**config.mk**
```make
export PLATFORM = sky130hd
export DESIGN_NAME = cfs_apb_arb_flat
export DESIGN_NICKNAME = d
export VERILOG_FILES = /design/src/rtl/cfs_algn_pkg.sv /design/src/rtl/cfs_apb_arb_if.sv /design/src/rtl/cfs_rr_arb2.sv /design/src/rtl/cfs_apb_arb.sv /design/src/flat_wrapper.sv
export SDC_FILE = /design/constraint.sdc
export NUM_CORES = 1
export LEC_CHECK = 0
export BUFFER_PORTS_ARGS = -buffer_cell sky130_fd_sc_hd__buf_2
export CAP_MARGIN = 20
export CORE_MARGIN = 2
export CORE_UTILIZATION = 39
export DETAILED_ROUTE_END_ITERATION = 8
export HOLD_SLACK_MARGIN = 0.02
export PLACE_DENSITY = 0.76
export SKIP_LAST_GASP = 1
export SLEW_MARGIN = 20
export SYNTH_ARGS = -nofsm -noshare
export SYNTH_HDL_FRONTEND = slang
export SYNTH_SLANG_ARGS = --single-unit
```
**constraint.sdc**
```tcl
create_clock -name pclk -period 3.3 [get_ports pclk]
set_clock_uncertainty 0.2 [all_clocks]
set_input_delay 0.66 -clock pclk [delete_from_list [all_inputs] [get_ports pclk]]
set_output_delay 0.66 -clock pclk [all_outputs]
set_load 0.02 [all_outputs]
```
**src/rtl/cfs_algn_pkg.sv**
```systemverilog
// Shared definitions for the Aligner APB front-end: arbiter state encoding and
// requester indices.
package cfs_algn_pkg;

    typedef enum logic [1:0] {
        CFS_APB_IDLE,
        CFS_APB_SETUP,
        CFS_APB_ACCESS,
        CFS_APB_RESP
    } cfs_apb_arb_state_t;

    localparam int unsigned CFS_REQ_SW = 0;
    localparam int unsigned CFS_REQ_HW = 1;

    function automatic logic [1:0] cfs_onehot2(input logic idx);
        return idx ? 2'b10 : 2'b01;
    endfunction

endpackage

```
**src/rtl/cfs_apb_arb_if.sv**
```systemverilog
// Requester and APB signal bundle for cfs_apb_arb. The master modport is the
// arbiter's view; the slave modport is the requesters plus the APB slave.
interface cfs_apb_arb_if #(
    parameter int unsigned APB_ADDR_WIDTH = 16,
    parameter int unsigned APB_DATA_WIDTH = 32
);
    logic [1:0]                  req_valid;
    logic [1:0]                  req_write;
    logic [2*APB_ADDR_WIDTH-1:0] req_addr;
    logic [2*APB_DATA_WIDTH-1:0] req_wdata;
    logic [1:0]                  req_ready;
    logic [1:0]                  rsp_valid;
    logic [APB_DATA_WIDTH-1:0]   rsp_rdata;
    logic                        rsp_err;

    logic [APB_ADDR_WIDTH-1:0]   paddr;
    logic                        pwrite;
    logic                        psel;
    logic                        penable;
    logic [APB_DATA_WIDTH-1:0]   pwdata;
    logic                        pready;
    logic [APB_DATA_WIDTH-1:0]   prdata;
    logic                        pslverr;

    modport master (
        input  req_valid, req_write, req_addr, req_wdata,
        output req_ready, rsp_valid, rsp_rdata, rsp_err,
        output paddr, pwrite, psel, penable, pwdata,
        input  pready, prdata, pslverr
    );

    modport slave (
        output req_valid, req_write, req_addr, req_wdata,
        input  req_ready, rsp_valid, rsp_rdata, rsp_err,
        input  paddr, pwrite, psel, penable, pwdata,
        output pready, prdata, pslverr
    );
endinterface

```
**src/rtl/cfs_rr_arb2.sv**
```systemverilog
// Two-way round-robin grant with a registered last-grant pointer. The pointer
// resets to the HW requester so the SW requester wins the first contention.
module cfs_rr_arb2
    import cfs_algn_pkg::*;
(
    input  logic       pclk,
    input  logic       preset,
    input  logic [1:0] req,
    input  logic       accept,
    output logic       gnt_idx,
    output logic       gnt_any
);
    logic last_q;

    always_comb begin
        gnt_any = |req;
        gnt_idx = 1'(CFS_REQ_SW);
        if (req[CFS_REQ_SW] && req[CFS_REQ_HW]) begin
            gnt_idx = ~last_q;
        end else if (req[CFS_REQ_HW]) begin
            gnt_idx = 1'(CFS_REQ_HW);
        end
    end

    always_ff @(posedge pclk or posedge preset) begin
        if (preset) begin
            last_q <= 1'(CFS_REQ_HW);
        end else if (accept && gnt_any) begin
            last_q <= gnt_idx;
        end
    end
endmodule

```
**src/rtl/cfs_apb_arb.sv**
```systemverilog
// Two-requester APB master in front of the Aligner register block: round-robin
// grant, one SETUP/ACCESS transfer at a time, watchdog abort on a stuck slave.
module cfs_apb_arb
    import cfs_algn_pkg::*;
#(
    parameter int unsigned APB_ADDR_WIDTH = 16,
    parameter int unsigned APB_DATA_WIDTH = 32,
    parameter int unsigned TIMEOUT        = 15
) (
    input logic           pclk,
    input logic           preset,
    cfs_apb_arb_if.master bus
);
    localparam int unsigned WD_W = $clog2(TIMEOUT + 1);
    localparam logic [WD_W-1:0] WD_LAST = WD_W'(TIMEOUT - 1);
    localparam logic [WD_W-1:0] WD_MAX  = WD_W'(TIMEOUT);

    cfs_apb_arb_state_t state_q, state_d;

    logic                      owner_q;
    logic                      write_q;
    logic [APB_ADDR_WIDTH-1:0] addr_q;
    logic [APB_DATA_WIDTH-1:0] wdata_q;
    logic [APB_DATA_WIDTH-1:0] rdata_q;
    logic                      err_q;
    logic [WD_W-1:0]           wd_q;

    logic                      gnt_idx;
    logic                      gnt_any;
    logic                      accept;
    logic                      timed_out;
    logic                      sel_write;
    logic [APB_ADDR_WIDTH-1:0] sel_addr;
    logic [APB_DATA_WIDTH-1:0] sel_wdata;

    cfs_rr_arb2 u_rr (
        .pclk    (pclk),
        .preset  (preset),
        .req     (bus.req_valid),
        .accept  (accept),
        .gnt_idx (gnt_idx),
        .gnt_any (gnt_any)
    );

    always_comb begin
        sel_write = gnt_idx ? bus.req_write[1] : bus.req_write[0];
        sel_addr  = gnt_idx ? bus.req_addr[2*APB_ADDR_WIDTH-1:APB_ADDR_WIDTH]
                            : bus.req_addr[APB_ADDR_WIDTH-1:0];
        sel_wdata = gnt_idx ? bus.req_wdata[2*APB_DATA_WIDTH-1:APB_DATA_WIDTH]
                            : bus.req_wdata[APB_DATA_WIDTH-1:0];
    end

    always_comb begin
        state_d   = state_q;
        accept    = 1'b0;
        timed_out = 1'b0;
        unique case (state_q)
            CFS_APB_IDLE: begin
                if (gnt_any) begin
                    accept  = 1'b1;
                    state_d = CFS_APB_SETUP;
                end
            end
            CFS_APB_SETUP:  state_d = CFS_APB_ACCESS;
            CFS_APB_ACCESS: begin
                // A late pready on the final allowed cycle still completes normally.
                if (bus.pready) begin
                    state_d = CFS_APB_RESP;
                end else if (wd_q == WD_LAST) begin
                    timed_out = 1'b1;
                    state_d   = CFS_APB_RESP;
                end
            end
            CFS_APB_RESP:   state_d = CFS_APB_IDLE;
            default:        state_d = CFS_APB_IDLE;
        endcase
    end

    always_ff @(posedge pclk or posedge preset) begin
        if (preset) begin
            state_q <= CFS_APB_IDLE;
            owner_q <= 1'b0;
            write_q <= 1'b0;
            addr_q  <= '0;
            wdata_q <= '0;
            rdata_q <= '0;
            err_q   <= 1'b0;
            wd_q    <= '0;
        end else begin
            state_q <= state_d;
            if (accept) begin
                owner_q <= gnt_idx;
                write_q <= sel_write;
                addr_q  <= sel_addr;
                wdata_q <= sel_wdata;
                wd_q    <= '0;
            end else if (state_q == CFS_APB_ACCESS && !bus.pready && wd_q != WD_MAX) begin
                wd_q <= wd_q + WD_W'(1);
            end
            if (state_q == CFS_APB_ACCESS) begin
                if (bus.pready) begin
                    rdata_q <= write_q ? '0 : bus.prdata;
                    err_q   <= bus.pslverr;
                end else if (timed_out) begin
                    rdata_q <= '0;
                    err_q   <= 1'b1;
                end
            end
        end
    end

    always_comb begin
        bus.psel      = (state_q == CFS_APB_SETUP) || (state_q == CFS_APB_ACCESS);
        bus.penable   = (state_q == CFS_APB_ACCESS);
        bus.paddr     = addr_q;
        bus.pwrite    = write_q;
        bus.pwdata    = wdata_q;
        bus.req_ready = accept ? cfs_onehot2(gnt_idx) : '0;
        bus.rsp_valid = (state_q == CFS_APB_RESP) ? cfs_onehot2(owner_q) : '0;
        bus.rsp_rdata = rdata_q;
        bus.rsp_err   = err_q;
    end
endmodule

```
**src/flat_wrapper.sv**
```systemverilog
// flat-port wrapper written by rule: the top's interface ports become plain ports
module cfs_apb_arb_flat import cfs_algn_pkg::*;
#(
    parameter int unsigned APB_ADDR_WIDTH = 16,
    parameter int unsigned APB_DATA_WIDTH = 32,
    parameter int unsigned TIMEOUT        = 15
)
  (pclk, preset, bus_req_valid, bus_req_write, bus_req_addr, bus_req_wdata, bus_req_ready, bus_rsp_valid, bus_rsp_rdata, bus_rsp_err, bus_paddr, bus_pwrite, bus_psel, bus_penable, bus_pwdata, bus_pready, bus_prdata, bus_pslverr);
  cfs_apb_arb_if #(.APB_ADDR_WIDTH(APB_ADDR_WIDTH), .APB_DATA_WIDTH(APB_DATA_WIDTH)) bus_i ();
  input logic pclk;
  input logic preset;
  input wire logic [$bits(bus_i.req_valid)-1:0] bus_req_valid;
  input wire logic [$bits(bus_i.req_write)-1:0] bus_req_write;
  input wire logic [$bits(bus_i.req_addr)-1:0] bus_req_addr;
  input wire logic [$bits(bus_i.req_wdata)-1:0] bus_req_wdata;
  output wire logic [$bits(bus_i.req_ready)-1:0] bus_req_ready;
  output wire logic [$bits(bus_i.rsp_valid)-1:0] bus_rsp_valid;
  output wire logic [$bits(bus_i.rsp_rdata)-1:0] bus_rsp_rdata;
  output wire logic [$bits(bus_i.rsp_err)-1:0] bus_rsp_err;
  output wire logic [$bits(bus_i.paddr)-1:0] bus_paddr;
  output wire logic [$bits(bus_i.pwrite)-1:0] bus_pwrite;
  output wire logic [$bits(bus_i.psel)-1:0] bus_psel;
  output wire logic [$bits(bus_i.penable)-1:0] bus_penable;
  output wire logic [$bits(bus_i.pwdata)-1:0] bus_pwdata;
  input wire logic [$bits(bus_i.pready)-1:0] bus_pready;
  input wire logic [$bits(bus_i.prdata)-1:0] bus_prdata;
  input wire logic [$bits(bus_i.pslverr)-1:0] bus_pslverr;
  assign bus_i.req_valid = bus_req_valid;
  assign bus_i.req_write = bus_req_write;
  assign bus_i.req_addr = bus_req_addr;
  assign bus_i.req_wdata = bus_req_wdata;
  assign bus_req_ready = bus_i.req_ready;
  assign bus_rsp_valid = bus_i.rsp_valid;
  assign bus_rsp_rdata = bus_i.rsp_rdata;
  assign bus_rsp_err = bus_i.rsp_err;
  assign bus_paddr = bus_i.paddr;
  assign bus_pwrite = bus_i.pwrite;
  assign bus_psel = bus_i.psel;
  assign bus_penable = bus_i.penable;
  assign bus_pwdata = bus_i.pwdata;
  assign bus_i.pready = bus_pready;
  assign bus_i.prdata = bus_prdata;
  assign bus_i.pslverr = bus_pslverr;
  cfs_apb_arb #(.APB_ADDR_WIDTH(APB_ADDR_WIDTH), .APB_DATA_WIDTH(APB_DATA_WIDTH), .TIMEOUT(TIMEOUT)) u_core (.pclk(pclk), .preset(preset), .bus(bus_i));
endmodule
```
==> qor.log, run 1 <==
[status] status complete, no violations
[synth] dominant cell by count in the synthesized netlist dfrtp_1
[global_route] overall fraction of global-route tracks in use 18.6%
[route] DRC viols 0
[power] Max VDD drop 0.000382 V
[floorplanning] die outline area 10500 sq um
[synth] number of enable-type register cells in the synthesized netlist 0
[setup_path] highest net fanout along the worst path 4
[synth] FF+latch count, synth 90
[cts] number of instances resized during post-cts repair 0
[place] Port-buffer cells 223
[layout] area of the multi-input gates 1410 sq um
[route] number of search-and-repair iterations in the first detailed-routing pass 4
[floorplanning] vertical die dimension 103 um
[synth] share of the yosys chip area belonging to registers 59.5%
[floorplanning] CORE AREA 9330 sq um
[synth] top cells by area, synth dfrtp_1, a221o_1, a22o_1
[synth] post-synthesis cell type with the largest combined area dfrtp_1
[floorplanning] standard-cell rows 35
[global_route] first-pass GRT wire length 15300 um
[worst_hold_path] Min-Delay Path Class in2async
[layout] P&R area growth vs syn 37.4%
[global_route] total global routing overflow 0
[cts] number of sinks driven by the clock tree 90
[setup_path] WP data arrival 1600 ps
[layout] share of layout cells above drive strength 1 49.2%
[synth] Synth cell types 28
[layout] number of inserted filler cells in the final layout 805
[setup_path] Register-to-Register Path Depth 6
[timing] highest achievable clock rate 407 MHz
[synth] Post-Synth Simple-Gate Area 10.9%
[setup_path] Worst R2R Start u_core.state_q[0]$_DFFE_PP0P_
[synth] Commonest cells post-synth dfrtp_1, a221o_1, and2_0
[setup_path] sort of element at the end of the critical path output pin
[layout] total number of nets in the final design 649
[setup_path] cell type of the slowest stage on the worst timing path dfrtp_1
[route] post-DR wirelength/cell 16.0 um
[place] Cell Count Post-Placement 625
[global_route] pin count of the biggest net entering global routing 52
[cts] number of setup buffers added after CTS 0
[synth] mux share of post-synthesis cell area 0.562%
[cts] root cell of the clock tree clkbuf_8
[timing] final-layout setup total negative slack 0 ps
[synth] synthesized instance count 290
[cts] clock tree from TritonCTS built
[place] global placement routability congestion 0.742
[setup_path] Crit Path Category reg2out
[synth] mean instance size in the synthesized netlist 13.1 sq um
[route] post-DR vias/cell 5.18
[synth] net count after synthesis 432
[timing] crit path time final 2460 ps
[synth] post-synthesis compound-gate area fraction 22.8%
[floorplanning] initial standard-cell utilization of the core 40.6%
[timing] endpoints failing setup 0
[power] Leakage Power 2.78 nW
[synth] Yosys top cell area share 58.8%
[setup_path] Worst EP required 2440 ps
[route] via count 3318
[power] Power per Cell Area 960 nW/um^2
[timing] Slew @ Worst Pin 730 ps
[setup_path] ordered list of cells on the worst path inv_1 > ha_1 > nand2_1 > a21oi_4 > buf_2
[synth] XOR/XNOR Fraction of Synth Area 0%
[place] half-perimeter wire length after placement 7400 um
[synth] synthesized-area fraction occupied by adder cells 1.98%
[global_route] initial antenna violation count 0
[layout] number of standard cells in the final layout excluding fillers 641
[floorplanning] ports placed on the boundary 224
[synth] predominant post-synthesis flop cell dfrtp_1
[timing] number of max-slew violations in the final report 0
[cts] cts bufs inserted 9
[synth] Synth warnings 0
[setup_path] maximum cell stage delay along the critical path 410 ps
[synth] dominant combinational cell family by area after synthesis compound AO/OA/AOI/OAI gates
[cts] cts hold-fix bufs 0
[cts] clock transition at the registers of the reported paths 100 ps
[synth] async set-reset flop share out of synthesis 100%
[cts] clock latency of the later-clocked register in the worst-skew pair 340 ps
[timing] RSZ-0062 raised after global routing false
[route] Detail Route Antenna Nets 0
[setup_path] startpoint type of the worst setup path flop
[setup_path] r2r endpoint u_core.bus.pwdata[28]$_DFFE_PP0P_
[timing] hold violation total from the final report 0
[cts] depth of the CTS H-tree 3
[timing] final worst-path cycle share 74.5%
[route] total length of routed wires 10200 um
[layout] number of antenna repair diodes 0
[floorplanning] horizontal die dimension 103 um
[global_route] vias in the first global route 3172
[route] 1st-iter DRT viols 136
[synth] area of the mapped netlist 3790 sq um
[flow_run] Maximum Capacitance Violations 0
[layout] footprint of the flip-flops and latches 2250 sq um
[timing] Max transition margin 51.3%
[setup_path] Register-to-Register Setup Slack 1200 ps
[cts] clk buf depth 2
-- cell usage in the layout, fill, tap and decap left out, types with 2 or more instances in the layout --
cell and n:
a22o_1 32, a221o_1 49, dfrtp_1 89, a21oi_1 2
a21oi_4 2, clkbuf_8 10, buf_2 223, nand4_1 3
clkinv_2 2, and3_1 2, and2_1 10, a21o_1 3
and2_0 41, inv_1 6, buf_4 4, nand2_1 5
o21ai_0 2, ha_1 6, clkinv_4 2, nand3_1 3
-- metal layers --
metal | wire [um] | part of all wire (%) | GRT usage [%]
met3 | 918 | 9.0 | 5.49
met2 | 4940 | 48 | 30.9
met5 | 0 | 0 | 0
met1 | 4310 | 42 | 23.5
met4 | 78 | 0.76 | 5.85
-- critical path: cells and delay by family, from the launching register on --
family	cells	cell delay, ps
compound gates	1	140
simple gates	1	130
buf+inv	2	310
fa+ha+maj	1	280
flops	1	410
-- cells by family (layout without fill, tap and decap cells) --
family,after synthesis,count (layout)
adder cells (fa/ha/maj),6,6
multiplexers,2,2
flip-flops,90,90
buffers and inverters,29,251
AND/OR/NAND/NOR,69,69
AO/OA/AOI/OAI,94,94
-- worst max-delay path by stage --
stage / start / end / cells after the start
3_5_place_dp: u_core.state_q[0]$_DFFE_PP0P_ / u_core.bus.rsp_rdata[15]$_DFFE_PP0P_ / 5
6_report: u_core.state_q[0]$_DFFE_PP0P_ / bus_req_ready[0] / 5
2_1_floorplan: preset / u_core.bus.paddr[0]$_DFFE_PP0P_ / 1
4_1_cts: u_core.state_q[0]$_DFFE_PP0P_ / bus_req_ready[0] / 5
5_1_grt: u_core.state_q[0]$_DFFE_PP0P_ / bus_req_ready[0] / 5
3_3_place_gp: bus_pready / u_core.bus.rsp_rdata[12]$_DFFE_PP0P_ / 4
-- stage by stage --
step                utilization (%)  setup WS [ps]  total power [mW]  area, sq um  hold slack (ps)
floorplan                         -            106              3.52         3790              264
global placement               53.7           1040              4.25         5010              277
detailed placement             53.7            921              4.32         5010              276
CTS                            55.7            782              5.05         5200              214
global route                   55.8            701              5.34         5200              243
finish                         55.8            841              5.00         5200              201
-- power by group --
group	switching (mW)	total [mW]	internal, mW
Sequential	0.270	1.87	1.60
Clock	0.402	0.706	0.304
Combinational	1.41	2.43	1.02
Total	2.08	5.00	2.92
-- cell type report --
| class | instances | area share [%] |
|---|---|---|
| multi-input cells | 171 | 27.0 |
| clock buffers | 10 | 2.64 |
| flip-flops and latches | 90 | 43.3 |
| inverters | 7 | 0.529 |
| well taps | 129 | 3.10 |
| repair buffers | 228 | 22.4 |
| clock inverters | 6 | 0.962 |
-- state kept, by name, indices dropped and copies added, names as in the netlist --
name,cells
u_core.bus.paddr,16
u_core.bus.pwdata,32
u_core.bus.pwrite,1
u_core.bus.rsp_err,1
u_core.bus.rsp_rdata,32
u_core.owner_q,1
u_core.state_q,2
u_core.u_rr.last_q,1
u_core.wd_q,4
(Power assumes the default switching activity.)
==> run 2, diff against run 1 <==
--- a/config.mk
+++ b/config.mk
@@ -5,13 +5,14 @@
 export SDC_FILE = /design/constraint.sdc
 export NUM_CORES = 1
 export LEC_CHECK = 0
+export ABC_AREA = 1
 export BUFFER_PORTS_ARGS = -buffer_cell sky130_fd_sc_hd__buf_2
 export CAP_MARGIN = 20
 export CORE_MARGIN = 2
-export CORE_UTILIZATION = 39
+export CORE_UTILIZATION = 45
 export DETAILED_ROUTE_END_ITERATION = 8
 export HOLD_SLACK_MARGIN = 0.02
-export PLACE_DENSITY = 0.76
+export PLACE_DENSITY = 0.81
 export SKIP_LAST_GASP = 1
 export SLEW_MARGIN = 20
 export SYNTH_ARGS = -nofsm -noshare
==> constraint.sdc (replaced) <==
create_clock -name pclk -period 2.4 [get_ports pclk]
set_clock_uncertainty 0.2 [all_clocks]
set_input_delay 0.48 -clock pclk [delete_from_list [all_inputs] [get_ports pclk]]
set_output_delay 0.48 -clock pclk [all_outputs]
set_load 0.02 [all_outputs]
==> run 2 against run 1 <==
Compared with the run above: clock power up 53%; combinational power is 33% higher; register-to-register slack worse by 710 ps; global-route usage increased by 3.8 points; via count is 22% higher; clock-buffer cell count rose by 1; utilization increased by 6.5 points; final area grew 4.9%; synthesized cell count is 66% higher; die area down 6.4%; power rose by 38%; wire length grew 6.8%; critical endpoint is now bus_req_ready[1]; largest power group unchanged.
==> qor.log, run 2 <==
[place] pre-CTS setup slack 499 ps [was 921 ps]
[cts] clock transition at the registers of the reported paths 100 ps [about the same]
[place] Port-buffer cells 223 [unchanged]
[setup_path] Crit Path Category reg2out [unchanged]
[cts] number of setup buffers added after CTS 0 [unchanged]
[synth] synthesized instance count 480 [was 290]
[route] DRC viols 0 [unchanged]
[floorplanning] horizontal die dimension 99.2 um [was 103 um]
[global_route] total global routing overflow 0 [unchanged]
[place] Cell Count Post-Placement 791 [was 625]
[floorplanning] die outline area 9840 sq um [was 10500 sq um]
[cts] clock tree from TritonCTS built [unchanged]
[floorplanning] vertical die dimension 99.2 um [was 103 um]
[layout] number of standard cells in the final layout excluding fillers 808 [was 641]
[synth] Synth cell types 20 [was 28]
[global_route] initial antenna violation count 0 [unchanged]
[synth] dominant cell by count in the synthesized netlist nand2_1 [was dfrtp_1]
[synth] Synth warnings 0 [unchanged]
[layout] total number of nets in the final design 837 [was 649]
[timing] endpoints failing setup 0 [unchanged]
[layout] share of layout cells above drive strength 1 37.3% [was 49.2%]
[layout] top library cells by usage in the layout, fill and taps aside buf_2, nand2_1, nand3_1, dfrtp_1, inv_1 [was buf_2, dfrtp_1, a221o_1, and2_0, a22o_1]
[timing] final-layout setup total negative slack 0 ps [unchanged]
[power] switching portion of total power 44.2% [was 41.6%]
[floorplanning] standard-cell rows 34 [was 35]
[synth] Yosys top cell area share 54.6% [was 58.8%]
[flow_run] Maximum Capacitance Violations 0 [unchanged]
[synth] top cells by area, synth dfrtp_1, nand2_1, nand3_1 [was dfrtp_1, a221o_1, a22o_1]
[global_route] vias in the first global route 3935 [was 3172]
[timing] Max transition margin 59.3% [was 51.3%]
[synth] predominant post-synthesis flop cell dfrtp_1 [unchanged]
[setup_path] WP data arrival 1520 ps [was 1600 ps]
[synth] net count after synthesis 622 [was 432]
[route] total length of routed wires 10900 um [was 10200 um]
[synth] post-synthesis cell type with the largest combined area dfrtp_1 [unchanged]
[place] global placement routability congestion 0.800 [was 0.742]
[synth] number of enable-type register cells in the synthesized netlist 0 [unchanged]
[layout] number of inserted filler cells in the final layout 781 [was 805]
[floorplanning] CORE AREA 8760 sq um [was 9330 sq um]
[route] post-DR wirelength/cell 13.5 um [was 16.0 um]
[timing] crit path time final 2200 ps
[global_route] first-pass GRT wire length 18100 um [was 15300 um]
[status] status complete, no violations [unchanged]
[route] 1st-iter DRT viols 162 [was 136]
[cts] cts bufs inserted 9 [unchanged]
[floorplanning] ports placed on the boundary 224 [unchanged]
[setup_path] Worst EP required 1720 ps [was 2440 ps]
[timing] highest achievable clock rate 455 MHz
[layout] leading cell type in the layout, fill and taps excluded buf_2 [unchanged]
[synth] async set-reset flop share out of synthesis 100% [unchanged]
[cts] clk buf depth 2 [unchanged]
[timing] worst setup margin 202 ps [was 841 ps]
[power] Switching Power 3.05 mW [was 2.08 mW]
[cts] number of sinks driven by the clock tree 90 [unchanged]
[power] Leakage Power 3.17 nW [was 2.78 nW]
[layout] Util after Layout 62.3% [was 55.8%]
[timing] hold violation total from the final report 0 [unchanged]
[cts] root cell of the clock tree clkbuf_8 [unchanged]
[cts] number of instances resized during post-cts repair 0 [unchanged]
[setup_path] highest net fanout along the worst path 4 [unchanged]
[cts] clock latency of the later-clocked register in the worst-skew pair 340 ps [about the same]
[floorplanning] initial standard-cell utilization of the core 46.5% [was 40.6%]
[cts] depth of the CTS H-tree 3 [unchanged]
[synth] share of the yosys chip area belonging to registers 55.3% [was 59.5%]
[worst_hold_path] Min-Delay Path Class in2reg [was in2async]
[synth] area of the mapped netlist 4080 sq um [was 3790 sq um]
[setup_path] startpoint type of the worst setup path flop [unchanged]
[power] Pint 3.85 mW [was 2.92 mW]
[synth] FF+latch count, synth 90 [unchanged]
[route] Detail Route Antenna Nets 0 [unchanged]
[layout] P&R area growth vs syn 33.9% [was 37.4%]
[power] sequential cell fraction of total power 37.4% [was 37.3%]
[global_route] overall fraction of global-route tracks in use 22.5% [was 18.6%]
[power] combinational cell fraction of total power 46.9% [was 48.5%]
[timing] number of max-slew violations in the final report 0 [unchanged]
[cts] cts hold-fix bufs 1 [was 0]
[timing] Slew @ Worst Pin 610 ps [was 730 ps]
[route] number of search-and-repair iterations in the first detailed-routing pass 4 [unchanged]
[place] half-perimeter wire length after placement 8140 um [was 7400 um]
[power] Power per Cell Area 1260 nW/um^2 [was 960 nW/um^2]
[layout] number of antenna repair diodes 0 [unchanged]
[synth] mean instance size in the synthesized netlist 8.49 sq um [was 13.1 sq um]
[timing] final worst-path cycle share 91.6%
[global_route] pin count of the biggest net entering global routing 51 [was 52]
[power] part of the power in the clock network 15.7% [was 14.1%]
[timing] RSZ-0062 raised after global routing false [unchanged]
[setup_path] sort of element at the end of the critical path output pin [unchanged]
[route] post-DR vias/cell 5.00 [was 5.18]
[power] Max VDD drop 0.000623 V [was 0.000382 V]
[route] via count 4037 [was 3318]
[synth] Commonest cells post-synth nand2_1, nand3_1, dfrtp_1 [was dfrtp_1, a221o_1, and2_0]
==> run 2: cell types whose count changed after synthesis, sizes merged, moves of 9 or more <==
cell / change
nand3: +117
a221o: -49
a22o: -32
nor2: +9
nand2: +197
and2: -51
==> run 2: cells by family after synthesis <==
group	Yosys count	synth area share, %
XOR/XNOR	1	0.215
adder cells (fa/ha/maj)	6	1.84
AO/OA/AOI/OAI	3	0.644
buffers and inverters	44	6.38
AND/OR/NAND/NOR	336	35.6
flip-flops	90	55.3
==> run 2: worst max-delay path, cell delays in order, from the launching register on <==
cell	delay, ps
dfrtp_1	410
inv_1	110
ha_1	230
o21ai_4	110
nor2_4	130
buf_2	190
==> run 2: path summary, 6_finish.rpt <==
path / start / slack [ps] / to / cells after the start
worst max-delay path: u_core.state_q[0]$_DFFE_PP0P_ / 200 / bus_req_ready[1] / 5
worst min-delay path: bus_req_wdata[0] / 130 / u_core.bus.pwdata[0]$_DFFE_PP0P_ / 3
worst max register to register: u_core.state_q[0]$_DFFE_PP0P_ / 490 / u_core.bus.pwdata[20]$_DFFE_PP0P_ / 7
worst min register to register: u_core.u_rr.last_q$_DFFE_PP1P_ / 280 / u_core.u_rr.last_q$_DFFE_PP1P_ / 2
max in group asynchronous: preset / 870 / u_core.bus.pwdata[31]$_DFFE_PP0P_ / 4
min in group asynchronous: preset / 560 / u_core.bus.pwdata[26]$_DFFE_PP0P_ / 3
==> run 2: power by group through the flow <==
stage                     clock network [mW]  logic (mW)  registers, mW
after floorplan                            0        1.47           3.33
after global placement                     0        3.18           2.58
after detailed placement                   0        3.29           2.59
after CTS                               1.11        3.29           2.58
after global routing                    1.18        3.59           2.67
final                                   1.08        3.24           2.58
==> run 2: metal layers <==
layer  share of wire, %  GRT usage [%]  vias up
li1                   -              -     1966
met2                 52           38.8      174
met4               0.90           6.22        0
met3                8.4           5.62        9
met1                 39           28.2     1888
met5                  0              0        -
==> run 2: area by class of cell <==
class / instances / area, sq um / area share (%)
sequential: 90 / 2250 / 41.3
multi-input combinational: 346 / 1570 / 28.7
timing repair buffer: 233 / 1230 / 22.6
clock buffer: 11 / 151 / 2.77
tap: 108 / 135 / 2.48
clock inverter: 5 / 61.3 / 1.12
inverter: 15 / 60.1 / 1.10
==> run 2: stage by stage <==
| stage | hold WS (ps) | total power, mW | cell area (sq um) |
|---|---|---|---|
| after floorplan | 247 | 4.80 | 4080 |
| after global placement | 261 | 5.76 | 5240 |
| after detailed placement | 270 | 5.89 | 5240 |
| after CTS | 116 | 6.99 | 5460 |
| after global routing | 113 | 7.44 | 5460 |
| final | 127 | 6.90 | 5460 |
